`src/rtl/stepper_pkg.sv`:
```
// rtl/stepper_pkg.sv - shared types and constants for the stepper sequencer
package stepper_pkg;

  localparam int IDX_W = 3;

  // Half-step coil table {f3,f2,f1,f0}; entry 0 sits in the low nibble.
  localparam logic [31:0] HALF_TABLE = {
    4'b0001, 4'b1001, 4'b1000, 4'b1100,
    4'b0100, 4'b0110, 4'b0010, 4'b0011
  };

  typedef enum logic [1:0] {
    ST_IDLE   = 2'd0,
    ST_RUN    = 2'd1,
    ST_FINISH = 2'd2
  } step_state_e;

  function automatic logic [3:0] phase_of(input logic [IDX_W-1:0] idx);
    return HALF_TABLE[{2'b00, idx} * 5'd4 +: 4];
  endfunction

endpackage

```
`src/rtl/stepper_seq_if.sv`:
```
// rtl/stepper_seq_if.sv - control/status bundle between controller and sequencer
interface stepper_seq_if #(
  parameter int PER_W = 16,
  parameter int CNT_W = 16,
  parameter int POS_W = 24
) ();
  logic                    enable;
  logic                    dir;
  logic                    half_step;
  logic                    hold;
  logic [PER_W-1:0]        period;
  logic                    move_start;
  logic [CNT_W-1:0]        move_steps;
  logic                    busy;
  logic                    done;
  logic signed [POS_W-1:0] position;
  logic [3:0]              phase;

  modport master (
    output enable, dir, half_step, hold, period, move_start, move_steps,
    input  busy, done, position, phase
  );

  modport slave (
    input  enable, dir, half_step, hold, period, move_start, move_steps,
    output busy, done, position, phase
  );
endinterface

```
`src/rtl/stepper_rate_gen.sv`:
```
// rtl/stepper_rate_gen.sv - clocks-per-step counter producing a step tick
module stepper_rate_gen #(
  parameter int PER_W = 16
) (
  input  logic             clk,
  input  logic             rst_n,
  input  logic             run_i,
  input  logic [PER_W-1:0] period_i,
  output logic             tick_o
);

  logic [PER_W-1:0] count_q;

  // period_i is never 0 here; the sequencer substitutes 1 when latching.
  assign tick_o = run_i && (count_q == period_i - PER_W'(1));

  // Count while running, wrap on tick, hold at zero otherwise.
  always_ff @(posedge clk or negedge rst_n) begin
    if (!rst_n) begin
      count_q <= '0;
    end else if (!run_i || tick_o) begin
      count_q <= '0;
    end else begin
      count_q <= count_q + PER_W'(1);
    end
  end

endmodule

```
`src/rtl/stepper_seq.sv`:
```
// rtl/stepper_seq.sv - counted-move stepper sequencer with full/half-step drive
module stepper_seq
  import stepper_pkg::*;
#(
  parameter int PER_W = 16,
  parameter int CNT_W = 16,
  parameter int POS_W = 24
) (
  input  logic          clk,
  input  logic          rst_n,
  stepper_seq_if.slave  bus
);

  step_state_e             state_q;
  logic [IDX_W-1:0]        index_q;
  logic signed [POS_W-1:0] position_q;
  logic [CNT_W-1:0]        remaining_q;
  logic                    busy_q;
  logic                    done_q;
  logic [3:0]              phase_q;
  logic                    dir_q;
  logic                    half_q;
  logic [PER_W-1:0]        period_q;

  logic                    tick;
  logic                    step_now;
  logic [IDX_W-1:0]        idx_amt;
  logic [IDX_W-1:0]        index_d;
  logic signed [POS_W-1:0] pos_amt;
  logic signed [POS_W-1:0] position_d;

  stepper_rate_gen #(.PER_W(PER_W)) u_rate (
    .clk      (clk),
    .rst_n    (rst_n),
    .run_i    (state_q == ST_RUN),
    .period_i (period_q),
    .tick_o   (tick)
  );

  // Next index/position for a step; an abort takes priority over a tick.
  always_comb begin
    step_now   = (state_q == ST_RUN) && bus.enable && tick;
    idx_amt    = half_q ? IDX_W'(1) : IDX_W'(2);
    pos_amt    = half_q ? POS_W'(1) : POS_W'(2);
    index_d    = index_q;
    position_d = position_q;
    if (step_now) begin
      index_d    = dir_q ? index_q + idx_amt : index_q - idx_amt;
      position_d = dir_q ? position_q + pos_amt : position_q - pos_amt;
    end
  end

  // Move FSM with registered busy/done/phase; phase tracks index_d so the
  // coil pattern changes in the same cycle the index register does.
  always_ff @(posedge clk or negedge rst_n) begin
    if (!rst_n) begin
      state_q     <= ST_IDLE;
      index_q     <= '0;
      position_q  <= '0;
      remaining_q <= '0;
      busy_q      <= 1'b0;
      done_q      <= 1'b0;
      phase_q     <= 4'b0000;
      dir_q       <= 1'b0;
      half_q      <= 1'b0;
      period_q    <= PER_W'(1);
    end else begin
      done_q  <= 1'b0;
      phase_q <= (bus.enable && (busy_q || bus.hold)) ? phase_of(index_d) : 4'b0000;
      case (state_q)
        ST_IDLE: begin
          if (bus.enable && bus.move_start) begin
            dir_q    <= bus.dir;
            half_q   <= bus.half_step;
            period_q <= (bus.period == '0) ? PER_W'(1) : bus.period;
            if (bus.move_steps != '0) begin
              remaining_q <= bus.move_steps;
              busy_q      <= 1'b1;
              state_q     <= ST_RUN;
            end else begin
              done_q  <= 1'b1;
              state_q <= ST_FINISH;
            end
          end
        end
        ST_RUN: begin
          if (!bus.enable) begin
            remaining_q <= '0;
            busy_q      <= 1'b0;
            state_q     <= ST_IDLE;
          end else if (step_now) begin
            index_q     <= index_d;
            position_q  <= position_d;
            remaining_q <= remaining_q - CNT_W'(1);
            if (remaining_q == CNT_W'(1)) begin
              busy_q  <= 1'b0;
              done_q  <= 1'b1;
              state_q <= ST_FINISH;
            end
          end
        end
        ST_FINISH: begin
          state_q <= ST_IDLE;
        end
        default: begin
          state_q <= ST_IDLE;
        end
      endcase
    end
  end

  assign bus.busy     = busy_q;
  assign bus.done     = done_q;
  assign bus.position = position_q;
  assign bus.phase    = phase_q;

endmodule

```
`src/flat_wrapper.sv`:
```
// flat-port wrapper written by rule: the top's interface ports become plain ports
module stepper_seq_flat import stepper_pkg::*;
#(
  parameter int PER_W = 16,
  parameter int CNT_W = 16,
  parameter int POS_W = 24
)
  (clk, rst_n, bus_enable, bus_dir, bus_half_step, bus_hold, bus_period, bus_move_start, bus_move_steps, bus_busy, bus_done, bus_position, bus_phase);
  stepper_seq_if #(.PER_W(PER_W), .CNT_W(CNT_W), .POS_W(POS_W)) bus_i ();
  input  logic clk;
  input  logic rst_n;
  input wire logic [$bits(bus_i.enable)-1:0] bus_enable;
  input wire logic [$bits(bus_i.dir)-1:0] bus_dir;
  input wire logic [$bits(bus_i.half_step)-1:0] bus_half_step;
  input wire logic [$bits(bus_i.hold)-1:0] bus_hold;
  input wire logic [$bits(bus_i.period)-1:0] bus_period;
  input wire logic [$bits(bus_i.move_start)-1:0] bus_move_start;
  input wire logic [$bits(bus_i.move_steps)-1:0] bus_move_steps;
  output wire logic [$bits(bus_i.busy)-1:0] bus_busy;
  output wire logic [$bits(bus_i.done)-1:0] bus_done;
  output wire logic [$bits(bus_i.position)-1:0] bus_position;
  output wire logic [$bits(bus_i.phase)-1:0] bus_phase;
  assign bus_i.enable = bus_enable;
  assign bus_i.dir = bus_dir;
  assign bus_i.half_step = bus_half_step;
  assign bus_i.hold = bus_hold;
  assign bus_i.period = bus_period;
  assign bus_i.move_start = bus_move_start;
  assign bus_i.move_steps = bus_move_steps;
  assign bus_busy = bus_i.busy;
  assign bus_done = bus_i.done;
  assign bus_position = bus_i.position;
  assign bus_phase = bus_i.phase;
  stepper_seq #(.PER_W(PER_W), .CNT_W(CNT_W), .POS_W(POS_W)) u_core (.clk(clk), .rst_n(rst_n), .bus(bus_i));
endmodule
```
`config.mk`:
```
export PLATFORM = sky130hd
export DESIGN_NAME = stepper_seq_flat
export DESIGN_NICKNAME = d
export VERILOG_FILES = /design/src/rtl/stepper_pkg.sv /design/src/rtl/stepper_seq_if.sv /design/src/rtl/stepper_rate_gen.sv /design/src/rtl/stepper_seq.sv /design/src/flat_wrapper.sv
export SDC_FILE = /design/constraint.sdc
export NUM_CORES = 1
export LEC_CHECK = 0
export CAP_MARGIN = 20
export CORE_MARGIN = 8
export CORE_UTILIZATION = 50
export CTS_BUF_LIST = sky130_fd_sc_hd__clkbuf_8
export CTS_CLUSTER_DIAMETER = 40
export DETAILED_ROUTE_END_ITERATION = 16
export PLACE_DENSITY = 0.73
export SLEW_MARGIN = 20
export SYNTH_ARGS = -nofsm -noshare
export SYNTH_HDL_FRONTEND = slang
export SYNTH_HIERARCHICAL = 1
export SYNTH_SLANG_ARGS = --single-unit
```
`constraint.sdc`:
```
create_clock -name clk -period 3.9 [get_ports clk]
set_input_delay 0.78 -clock clk [delete_from_list [all_inputs] [get_ports clk]]
set_output_delay 0.78 -clock clk [all_outputs]
set_load 0.01 [all_outputs]
```
# Yosys cells after proc, flatten, opt, wreduce, memory -nomap -nowiden
# Index checks and enable logic that the tools add are counted.
[word_totals]
output_inout_bits = 30
ff_bits = 85
[classes]
shift = 1
n_eq_ne = 7
n_addsub = 7
reduce_logical = 17
mux = 31
[ops]
columns = ["operator", "count"]
rows = [
  ["two-way mux 16 bit", 6],
  ["case mux 16 bit (2 select lines)", 1],
  ["indexed part select 32 x 6 -> 4 bit (first input constant)", 1],
  ["subtractor 16 x 1 -> 16 bit (second input constant)", 2],
  ["adder 24 bit", 1],
  ["two-way mux 24 bit", 1],
  ["subtractor 24 bit", 1],
  ["adder 16 x 1 -> 16 bit (second input constant)", 1],
  ["equality test 16 x 1 -> 1 bit (second input constant)", 1],
  ["equality test 16 bit", 1],
  ["zero test 16 bit", 1],
  ["nonzero test 16 bit", 1],
  ["two-way mux 2 bit", 7],
  ["two-way mux 1 bit", 10],
  ["two-way mux 3 bit", 2],
  ["!= test 3 x 2 -> 1 bit (second input constant)", 2],
  ["AND reduction 3 bit", 2],
  ["logical AND 1 bit", 5],
  ["AND reduction 5 bit", 1],
  ["two-way mux 4 bit", 1],
  ["!= test 2 x 1 -> 1 bit (second input constant)", 2],
  ["case mux 1 bit (2 select lines)", 2],
  ["case mux 2 bit (2 select lines)", 1],
  ["AND reduction 4 bit", 1],
  ["8 further kinds", 9],
]

# Longest topological paths before layout
# Gate-level depths: netlist of the first run.
[depth]
word_depth = 7
ltp_mapped = 14
depth_no_buf = 14

# Modules after synthesis
# The synthesis of the first run kept the hierarchy.
[by_module_without_submodules]
columns = ["mod", "n_inst", "area_each_um2", "cells_each"]
rows = [
  ["stepper_seq", 1, 4314.1, 482],
  ["stepper_rate_gen", 1, 1333.8, 145],
]

# Worst setup path before layout of the first run
# Ideal clock, no wire load.
[synth_timing]
path_type = "reg-to-reg"
from = "register u_core.period_q[3]"
to = "register u_core.phase_q[0] (netlist: u_core/bus.phase[0])"
path_slack_ns = 0.532
period_less_slack_ns = 3.368
setup_ns = 0.094
t_arrival_ns = 3.274
stages_incl_launch_ff = 14
path_cell_list = "dfrtp_1 > buf_6 > or4_4 > or3_4 > nor4_4 > o2111ai_2 > nor4_1 > and2_1 > inv_1 > nor2_1 > mux2i_1 > nand3_1 > and2_1 > a211oi_1"
[synth_via]
elab_chain_cells = 7
[synth_rtl]
columns = ["item", "line_no", "text"]
rows = [
  ["from (decl)", "stepper_seq.sv:23", "logic [PER_W-1:0] period_q;"],
  ["from (signal assigned)", "stepper_seq.sv:75", "period_q <= (bus.period == '0) ? PER_W'(1) : bus.period;"],
  ["subtractor 16 x 1 -> 16 bit", "stepper_rate_gen.sv:15", "assign tick_o = run_i && (count_q == period_i - PER_W'(1));"],
  ["equality test 16 bit", "stepper_rate_gen.sv:15", ""],
  ["logical AND 1 bit", "stepper_rate_gen.sv:15", ""],
  ["named net u_core.tick", "stepper_seq.sv:25", "logic tick;"],
  ["logical AND 1 bit", "stepper_seq.sv:42", "step_now = (state_q == ST_RUN) && bus.enable && tick;"],
  ["two-way mux 3 bit", "stepper_seq.sv:47", "if (step_now) begin"],
  ["indexed part select 32 x 6 -> 4 bit", "stepper_pkg.sv:19", "return HALF_TABLE[{2'b00, idx} * 5'd4 +: 4];"],
  ["two-way mux 4 bit", "stepper_seq.sv:69", "phase_q <= (bus.enable && (busy_q || bus.hold)) ? phase_of(index_d) : 4'b0000;"],
  ["to (signal assigned)", "stepper_seq.sv:69", ""],
  ["to (decl)", "stepper_seq.sv:20", "logic [3:0] phase_q;"],
]
# The timed path passes the listed nets, and every way through them passes these cells.
# A chain may end at the register's enable or synchronous reset.

# Worst setup path in the final report of the first run
[layout_timing]
from = "register u_core.period_q[4]"
to = "register u_core.phase_q[0] (netlist: u_core/bus.phase[0])"
# Same word-level chain as after synthesis.

==> results of run 1 <==
## state kept, by name (all words and copies together) (netlist names)
register	count
u_core/bus.busy	1
u_core/bus.position	24
u_core/dir_q	1
u_core/half_q	1
u_core/remaining_q	16
u_core/bus.phase	4
u_core/state_q	2
u_core/u_rate/count_q	16
u_core/index_q	3
u_core/period_q	16
u_core/bus.done	1
## report_power, final
group	switching [mW]	internal, mW	leakage, nW
combinational	0.366	0.276	1.70
sequential	0.0985	0.963	1.12
clock	0.383	0.254	0.103
## cells in the final DEF, fill, tap and decap left out, types with 4 or more instances in the layout
master	n
inv_1	21
buf_4	9
nand4_1	6
nor3_1	13
dfrtp_1	84
mux2i_1	4
or3_1	4
a21boi_0	4
ha_1	28
nor2_2	10
nand3_1	18
nor2b_1	13
or4_1	4
xor2_1	31
o31ai_1	4
a21o_1	8
nor3b_1	5
o211ai_1	5
and3_1	10
a32oi_1	4
a31oi_1	12
xnor2_1	17
nand2b_1	7
and2_1	8
a22oi_1	4
a21oi_1	32
clkdlybuf4s50_1	67
clkbuf_8	9
nor4_1	12
nor2_1	48
nand2_1	68
o21ai_0	51
mux2_2	18
## cell type report
class | instances | area share
repair buffers | 77 | 0.1135
clock buffers | 9 | 0.01854
inverters | 21 | 0.01180
clock inverters | 7 | 0.01142
multi-input cells | 497 | 0.4995
flip-flops and latches | 85 | 0.3185
well taps | 143 | 0.02677
## kinds of logic (layout without fill, tap and decap cells)
group / Yosys count / after routing / share of synthesized area
and+or+nand+nor: 242 / 242 / 0.2215
AOI/OAI and AO/OA: 154 / 154 / 0.1786
DFF: 85 / 85 / 0.3768
xor gates and xnor gates: 48 / 48 / 0.07443
buffers and inverters: 45 / 114 / 0.03478
adders and majority gates: 30 / 30 / 0.06912
muxes: 23 / 23 / 0.04475
## layer usage
metal | global-route usage | vias up | wire [µm]
met3 | 0.03036 | 14 | 532
met1 | 0.2529 | 2352 | 6331
met5 | 0 | - | 0
li1 | - | 2386 | -
met2 | 0.3249 | 94 | 6967
met4 | 0.07083 | 0 | 197
## path summary, 6_finish.rpt
kind                                          from                       to  slack (ns)  cells after the start
setup reg to reg                u_core/period_q[4]      u_core/bus.phase[0]        0.30                     12
setup / recovery                u_core/period_q[4]      u_core/bus.phase[0]        0.30                     12
min in group clk           u_core/bus.position[23]  u_core/bus.position[23]        0.48                      1
hold / removal                               rst_n  u_core/bus.position[11]        0.35                      1
max in group asynchronous                    rst_n    u_core/remaining_q[4]        2.81                      2
hold reg to reg            u_core/bus.position[23]  u_core/bus.position[23]        0.48                      1
## what timing repair did
item,in CTS,in global routing
gates resized for setup,0,3
buffers inserted,0,0
setup endpoints to repair,0,4
## critical path, stage by stage (launching register included)
cell and delay [ns]:
dfrtp_1 0.47, or4_4 0.54, or3_4 0.38, nor4_4 0.23
o2111ai_2 0.18, nor4_2 0.33, and2_1 0.27, inv_1 0.08
nor2_1 0.20, mux2i_2 0.33, nand3_1 0.13, and2_1 0.18
a211oi_1 0.19
## stage by stage
step / area, µm² / instances / power (mW) / util / worst slack, ns
finish: 6683 / 839 / 2.340 / 0.5954 / 0.3013
global route: 6683 / 839 / 2.484 / 0.5954 / 0.03815
CTS: 6668 / 839 / 2.351 / 0.5941 / 0.2038
detailed placement: 6467 / 823 / 1.706 / 0.5763 / 0.1905
global placement: 6467 / 823 / 1.683 / 0.5763 / 0.4520
floorplan: 5648 / 627 / 1.510 / - / 0.5317
## cells in the mapped netlist (10+ instances only)
cell type,instances
and3_1,10
nand3_1,18
inv_1,21
a31oi_1,12
dfrtp_1,84
a21oi_1,32
nor2_2,10
clkbuf_1,16
nand2_1,68
nor3_1,13
xor2_1,31
xnor2_1,17
o21ai_0,51
nor4_1,13
ha_1,28
nor2b_1,13
nor2_1,48
mux2_2,18
==> out/results.tsv, run 1 <==
metric	value	unit
largest net degree at the start of global routing	55	
CTS tree	done	
area leader, netlist	dfrtp_1	
top_reg_cell synth	dfrtp_1	
post-synth top area share	0.3722	
GP Congestion	0.9175	
Residual DRC	0	
Max Slew Vio Count	0	
Crit Path Class	reg -> reg	
Setup crit end kind	flop	
Clock transition at path regs	0.10	ns
RSZ-0062 raised after global routing	false	
layout cells sized above 1	0.1063	
Placeable Area	11220	µm²
Seq/Total Area, Yosys	0.3768	
Die ar.	14950	µm²
DP Wirelength	10380	µm
synthesized cell area	5648	µm²
Die W	122.3	µm
count of hold-fix buffers inserted at cts	0	
nets	760	
Routed Wire Length	14030	µm
Routed Antenna Nets	0	
FMAX	277.9	MHz
GR Overflow Total	0	
Syn Area/Cell	9.008	µm²
Final setup viols	0	
register area	2128	µm²
Final Critical Period	3.599	ns
Setup Skew	0.01119	ns
Vias/cell	5.776	
initial drt markers	374	
async set-reset flop share out of synthesis	1.000	
setup TNS	0	ns
TritonCTS sink count	85	
Syn Nets	696	
max cap viols	0	
required time of the critical path	4.20	ns
antenna violations before repair	0	
Cell Pwr Density	350.2	nW/µm²
hold_ws	0.3527	ns
fin crit share	0.9227	
status	finished, final reports clean	
H-tree depth	3	
vias	4846	
flops & latches, synth	85	
Die H	122.3	µm
count of different cell masters after synthesis	68	
footprint of the multi-input gates	3338	µm²
vias in the first global route	4863	
total track usage	0.1953	
Avg WL per Cell	16.72	µm
Port Buffers	68	
clk buf depth	2	
fill count	1005	
IO Count	69	
Crit Path Max Fanout	7	
Syn. warnings	6	
area grow syn2layout	18.32	%
clock latency on the worst-skew pair	0.38	ns
drt pass-1 iters	5	
Root Driver	clkbuf_8	
headroom to the max-slew limit	0.6003	
Worst Max-Slew Pin Slew	0.5940	ns
Final Hold Vio Count	0	
Leak Pwr	2.928	nW
initial core utilization	0.5032	
global-route wire length before repair	23720	µm
Post-synth EDFFs	0	
num rows	39	
critical path arrival	3.90	ns
Worst Hold Class	in -> async	
largest cells by area after synthesis	dfrtp_1 (37%), ha_1 (6.2%), xor2_1 (4.8%)	
ANT cells	0	
CTS Buf Count	9	
Mapped Cells	627	
CP startpoint kind	flop	
Peak VDD IR	229.8	µV
No activity file was read; power rests on OpenSTA's default activity.
==> inputs of run 2 (changes only) <==
--- a/config.mk
+++ b/config.mk
@@ -11,6 +11,7 @@
 export CTS_BUF_LIST = sky130_fd_sc_hd__clkbuf_8
 export CTS_CLUSTER_DIAMETER = 40
 export DETAILED_ROUTE_END_ITERATION = 16
+export GPL_TIMING_DRIVEN = 0
 export PLACE_DENSITY = 0.73
 export SLEW_MARGIN = 20
 export SYNTH_ARGS = -nofsm -noshare
==> run 2 against run 1 <==
Flip-flop and latch count unchanged. Combinational power increased by 0.8%. Via count increased by 4.6%. Largest cell class unchanged. Clock power decreased by 9.6%. Non-clock buffer count increased by 16. Sequential power about the same. Utilization increased by 0.61 points. Sequential share of layout area decreased by 0.32 points. Count of clock-buffer cells in the layout increased by 1. Worst setup slack got worse by 0.11 ns.
==> out/results.tsv, run 2 (same netlist as run 1, synthesis figures left out) <==
metric	value	unit	change
Avg WL per Cell	16.96	µm	was 16.72 µm
design area	6751	µm²	was 6683 µm²
Worst Max-Slew Pin Slew	0.8470	ns	was 0.5940 ns
Cell Pwr Density	339.0	nW/µm²	was 350.2 nW/µm²
Setup Skew	0.01099	ns	was 0.01119 ns
area grow syn2layout	19.54	%	was 18.32%
Port Buffers	68		unchanged
CP Cell Sequence	buf_6 > or4_4 > or3_4 > nor4_4 > o2111ai_2 > nor4_2 > and2_2 > inv_1 > nor2_4 > mux2i_4 > nand3_1 > and2_1 > a211oi_2		was or4_4 > or3_4 > nor4_4 > o2111ai_2 > nor4_2 > and2_1 > inv_1 > nor2_1 > mux2i_2 > nand3_1 > and2_1 > a211oi_1
Worst Hold Class	in -> async		unchanged
Clock transition at path regs	0.09	ns	was 0.10 ns
Placed Cells incl. Taps	839		was 823
total power	2.288	mW	was 2.340 mW
Routed Wire Length	14500	µm	was 14,030 µm
Leak Pwr	2.933	nW	was 2.928 nW
Crit Path Max Fanout	8		was 7
largest net degree at the start of global routing	58		was 55
Vias/cell	5.926		was 5.776
Residual DRC	0		unchanged
Die ar.	14950	µm²	unchanged
required time of the critical path	4.17	ns	was 4.20 ns
RSZ-0062 raised after global routing	false		unchanged
CP startpoint kind	flop		unchanged
FMAX	269.8	MHz	was 277.9 MHz
most frequent cells in the layout	dfrtp_1 (84), clkdlybuf4s50_1 (67), nand2_1 (67), o21ai_0 (51), nor2_1 (47)		was dfrtp_1 (84), nand2_1 (68), clkdlybuf4s50_1 (67), o21ai_0 (51), nor2_1 (48)
Final setup viols	0		unchanged
clock latency on the worst-skew pair	0.37	ns	was 0.38 ns
status	finished, final reports clean		unchanged
DP Wirelength	10870	µm	was 10,380 µm
Root Driver	clkbuf_8		unchanged
CTS tree	done		unchanged
num rows	39		unchanged
critical path arrival	3.98	ns	was 3.90 ns
antenna violations before repair	0		unchanged
worst setup margin	0.1935	ns	was 0.3013 ns
CP max stage delay	0.53	ns	was 0.54 ns
drt pass-1 iters	5		unchanged
max cap viols	0		unchanged
initial core utilization	0.5032		unchanged
H-tree depth	3		unchanged
RR Startpoint	u_core/period_q[3]		was u_core/period_q[4]
placed instance area	6533	µm²	was 6467 µm²
nets	776		was 760
GP Congestion	0.9271		was 0.9175
initial drt markers	381		was 374
Buf/Inv on CP	2		was 1
vias	5067		was 4,846
crit path max-delay cell type	or4_4		unchanged
Layout Cells excl Fill	855		was 839
layout cells sized above 1	0.1067		was 0.1063
Reg2Reg Setup Slack	0.19	ns	was 0.30 ns
vias in the first global route	4969		was 4,863
Peak VDD IR	180.8	µV	was 229.8 µV
Largest register FFs	24		unchanged
fin crit share	0.9504		was 0.9227
TritonCTS sink count	85		unchanged
headroom to the max-slew limit	0.4301		was 0.6003
Die W	122.3	µm	unchanged
CTS Buf Count	9		unchanged
global-route wire length before repair	24110	µm	was 23,720 µm
total track usage	0.1990		was 0.1953
most common cell after layout, fill and taps aside	dfrtp_1		unchanged
count of hold-fix buffers inserted at cts	0		unchanged
CP Launch Point	u_core/period_q[3]		was u_core/period_q[4]
Max Slew Vio Count	0		unchanged
IO Count	69		unchanged
Crit Path Class	reg -> reg		unchanged
Final Critical Period	3.706	ns	was 3.599 ns
Routed Antenna Nets	0		unchanged
Final Hold Vio Count	0		unchanged
ANT cells	0		unchanged
Top delay family on crit path	simple AND/OR/NAND/NOR gates		unchanged
Die H	122.3	µm	unchanged
GR Overflow Total	0		unchanged
pre-CTS worst setup slack	-0.2584	ns	was 0.1905 ns
clk buf depth	2		unchanged
Placeable Area	11220	µm²	unchanged
Setup crit end kind	flop		unchanged
[run 2: cell count changes in the layout (fill, tap and decap cells not counted), sizes merged]
cell	before	now
clkinv	3	2
clkbuf	9	26
clkinvlp	0	3
inv	25	22
[run 2: metrics by stage]
stage / TNS [ns] / hold WS [ns] / utilization
6_report: 0 / 0.3443 / 0.6016
3_5_place_dp: -0.5111 / 0.4678 / 0.5821
4_1_cts: 0 / 0.3460 / 0.5990
5_1_grt: 0 / 0.3608 / 0.6016
3_3_place_gp: -96.63 / 0.4547 / 0.5798
2_1_floorplan: 0 / 0.4642 / -
[run 2: worst reg2reg max path: stages, from the launching register on]
cell and delay, ns:
dfrtp_1 0.40, buf_6 0.14, or4_4 0.53, or3_4 0.39
nor4_4 0.25, o2111ai_2 0.18, nor4_2 0.32, and2_2 0.26
inv_1 0.10, nor2_4 0.22, mux2i_4 0.32, nand3_1 0.11
and2_1 0.18, a211oi_2 0.23
[run 2: final timing paths]
kind,end,depth (start not counted)
max in group asynchronous,u_core/bus.position[22],2
worst max-delay path,u_core/bus.phase[0],13
min in group clk,u_core/bus.position[23],1
worst max register to register,u_core/bus.phase[0],13
worst min-delay path,u_core/period_q[5],1
worst min register to register,u_core/bus.position[23],1
[run 2: layout make-up]
class	count	area, µm²
buffer	24	117.6
clock buffer	10	137.6
clock inverter	6	40.04
fill	989	4472
inverter	21	78.83
multi-input combinational	497	3364
sequential	85	2128
tap	143	178.9
timing repair buffer	69	705.7
[run 2: what timing repair did]
| item | CTS | global route |
|---|---|---|
| setup endpoints to repair | 3 | 3 |
| pin swaps | 0 | 1 |
| gates resized for setup | 4 | 6 |
| setup buffers | 0 | 0 |
[run 2: power breakdown]
part,internal [mW],leakage [nW],switching (mW),total [mW]
sequential,0.963,1.12,0.102,1.06
clock,0.246,0.0857,0.331,0.577
combinational,0.279,1.73,0.369,0.647
[run 2: metal layers]
metal | track usage | up-vias | part of all wire
li1 | - | 2425 | -
met1 | 0.2485 | 2439 | 0.42
met2 | 0.3396 | 174 | 0.50
met3 | 0.03542 | 29 | 0.056
met4 | 0.07007 | 0 | 0.019
met5 | 0 | - | 0
==> inputs of run 3 (changes only) <==
--- a/config.mk
+++ b/config.mk
@@ -12,7 +12,7 @@
 export CTS_CLUSTER_DIAMETER = 40
 export DETAILED_ROUTE_END_ITERATION = 16
 export GPL_TIMING_DRIVEN = 0
-export PLACE_DENSITY = 0.73
+export PLACE_DENSITY_LB_ADDON = 0.15
 export SLEW_MARGIN = 20
 export SYNTH_ARGS = -nofsm -noshare
 export SYNTH_HDL_FRONTEND = slang
==> run 3 against run 2 <==
Critical path depth stayed put. Worst hold slack worse by 0.0070 ns. Largest power group unchanged. Combinational power is 0.6% higher. Sequential power hardly changed. Critical endpoint is now u_core/bus.phase[2]. Final area is 0.44% higher. Worst setup slack better by 0.060 ns.
==> out/results.tsv, run 3 (same netlist as run 1, synthesis figures left out) <==
metric	value	unit	change
Avg WL per Cell	16.86	µm	was 16.96 µm
placed instance area	6533	µm²	unchanged
Die ar.	14950	µm²	unchanged
H-tree depth	3		unchanged
cells on worst reg2reg path	13		unchanged
Setup crit end kind	flop		unchanged
initial drt markers	377		was 381
CP startpoint kind	flop		unchanged
Crit Path Class	reg -> reg		unchanged
vias	5035		was 5,067
CTS Buf Count	9		unchanged
Setup Skew	0.01126	ns	was 0.01099 ns
Worst Max-Slew Pin Slew	0.9576	ns	was 0.8470 ns
Peak VDD IR	249.0	µV	was 180.8 µV
Clock transition at path regs	0.09	ns	about the same
vias in the first global route	4930		was 4,969
Worst Hold Class	in -> async		unchanged
fill count	999		was 989
Residual DRC	0		unchanged
RR Startpoint	u_core/period_q[3]		unchanged
nets	776		unchanged
headroom to the max-slew limit	0.3557		was 0.4301
reg2reg end	u_core/bus.phase[2]		was u_core/bus.phase[0]
CTS tree	done		unchanged
Cell Pwr Density	349.9	nW/µm²	was 339.0 nW/µm²
Placeable Area	11220	µm²	unchanged
most frequent cells in the layout	dfrtp_1 (84), clkdlybuf4s50_1 (67), nand2_1 (67), o21ai_0 (51), nor2_1 (47)		unchanged
Port Buffers	68		unchanged
Crit Path Max Fanout	8		unchanged
fin crit share	0.9350		was 0.9504
antenna violations before repair	0		unchanged
layout cells sized above 1	0.1067		unchanged
Largest register FFs	24		unchanged
Die H	122.3	µm	unchanged
DP Wirelength	10850	µm	was 10,870 µm
Max Slew Vio Count	0		unchanged
clk buf depth	2		unchanged
num rows	39		unchanged
status	finished, final reports clean		unchanged
FMAX	274.2	MHz	was 269.8 MHz
GP Congestion	0.9047		was 0.9271
max cap viols	0		unchanged
Final setup viols	0		unchanged
Routed Wire Length	14420	µm	was 14,500 µm
Routed Antenna Nets	0		unchanged
clock latency on the worst-skew pair	0.37	ns	about the same
RSZ-0062 raised after global routing	false		unchanged
TritonCTS sink count	85		unchanged
Root Driver	clkbuf_8		unchanged
CP endpoint	u_core/bus.phase[2]		was u_core/bus.phase[0]
total track usage	0.1987		was 0.1990
drt pass-1 iters	5		unchanged
design area	6782	µm²	was 6751 µm²
CP Launch Point	u_core/period_q[3]		unchanged
Reg2Reg Setup Slack	0.25	ns	was 0.19 ns
initial core utilization	0.5032		unchanged
largest net degree at the start of global routing	59		was 58
most common cell after layout, fill and taps aside	dfrtp_1		unchanged
critical path arrival	3.94	ns	was 3.98 ns
IO Count	69		unchanged
Vias/cell	5.889		was 5.926
Die W	122.3	µm	unchanged
ANT cells	0		unchanged
global-route wire length before repair	23930	µm	was 24,110 µm
Leak Pwr	2.944	nW	was 2.933 nW
setup TNS	0	ns	unchanged
Final Critical Period	3.647	ns	was 3.706 ns
required time of the critical path	4.19	ns	was 4.17 ns
Final Hold Vio Count	0		unchanged
area grow syn2layout	20.07	%	was 19.54%
GR Overflow Total	0		unchanged
==> run 3: metal layers <==
layer | track usage | share of wire | vias up
li1 | - | - | 2406
met1 | 0.2654 | 0.46 | 2450
met2 | 0.3065 | 0.47 | 157
met3 | 0.03634 | 0.055 | 22
met4 | 0.09520 | 0.021 | 0
met5 | 0 | 0 | -
==> run 3: layout make-up <==
cell class	count	area, µm²	area share
tap	143	178.9	0.02638
timing repair buffer	69	705.7	0.1041
sequential	85	2128	0.3138
clock buffer	10	137.6	0.02030
clock inverter	6	71.32	0.01052
buffer	24	120.1	0.01771
inverter	21	78.83	0.01162
multi-input combinational	497	3361	0.4956
==> run 3: where the power goes <==
part           total [mW]  switching [mW]  internal (mW)
clock network       0.662           0.344          0.318
registers            1.06          0.0974          0.963
logic               0.651           0.373          0.278
==> run 3: how the worst min path moves through the flow <==
stage,from,depth (start not counted),slack (ns),endpoint
2_1_floorplan,u_core/remaining_q[7],2,0.46,u_core/remaining_q[7]
3_3_place_gp,u_core/bus.position[23],1,0.46,u_core/bus.position[23]
3_5_place_dp,u_core/bus.position[23],1,0.46,u_core/bus.position[23]
4_1_cts,rst_n,1,0.33,u_core/index_q[0]
5_1_grt,rst_n,1,0.35,u_core/index_q[0]
6_report,rst_n,1,0.34,u_core/bus.position[7]
==> run 3: critical path, stage by stage, from the launching register on <==
cell,delay [ns]
dfrtp_1,0.40
buf_6,0.14
or4_4,0.54
or3_4,0.39
nor4_4,0.24
o2111ai_2,0.18
nor4_2,0.28
and2_2,0.24
inv_1,0.10
nor2_4,0.24
mux2i_4,0.31
nand3_1,0.12
mux2_2,0.27
nor2_1,0.13
==> run 3: per-stage QoR <==
| stage | util | hold WS, ns | total power, mW | worst slack (ns) | std cells |
|---|---|---|---|---|---|
| floorplan | - | 0.4642 | 1.510 | 0.5317 | 627 |
| global placement | 0.5798 | 0.4562 | 1.687 | -1.123 | 838 |
| detailed placement | 0.5821 | 0.4582 | 1.715 | -0.05828 | 839 |
| CTS | 0.6009 | 0.3308 | 2.384 | 0.04962 | 855 |
| global route | 0.6042 | 0.3513 | 2.516 | 0.04905 | 855 |
| finish | 0.6042 | 0.3374 | 2.373 | 0.2534 | 855 |
==> run 3: repair_timing <==
| item | in CTS | in global routing |
|---|---|---|
| gates resized for setup | 1 | 8 |
| endpoints found under the setup margin | 3 | 4 |
| setup buffers | 0 | 0 |
| hold endpoints to repair | 0 | 0 |
| hold buffers | 0 | 0 |
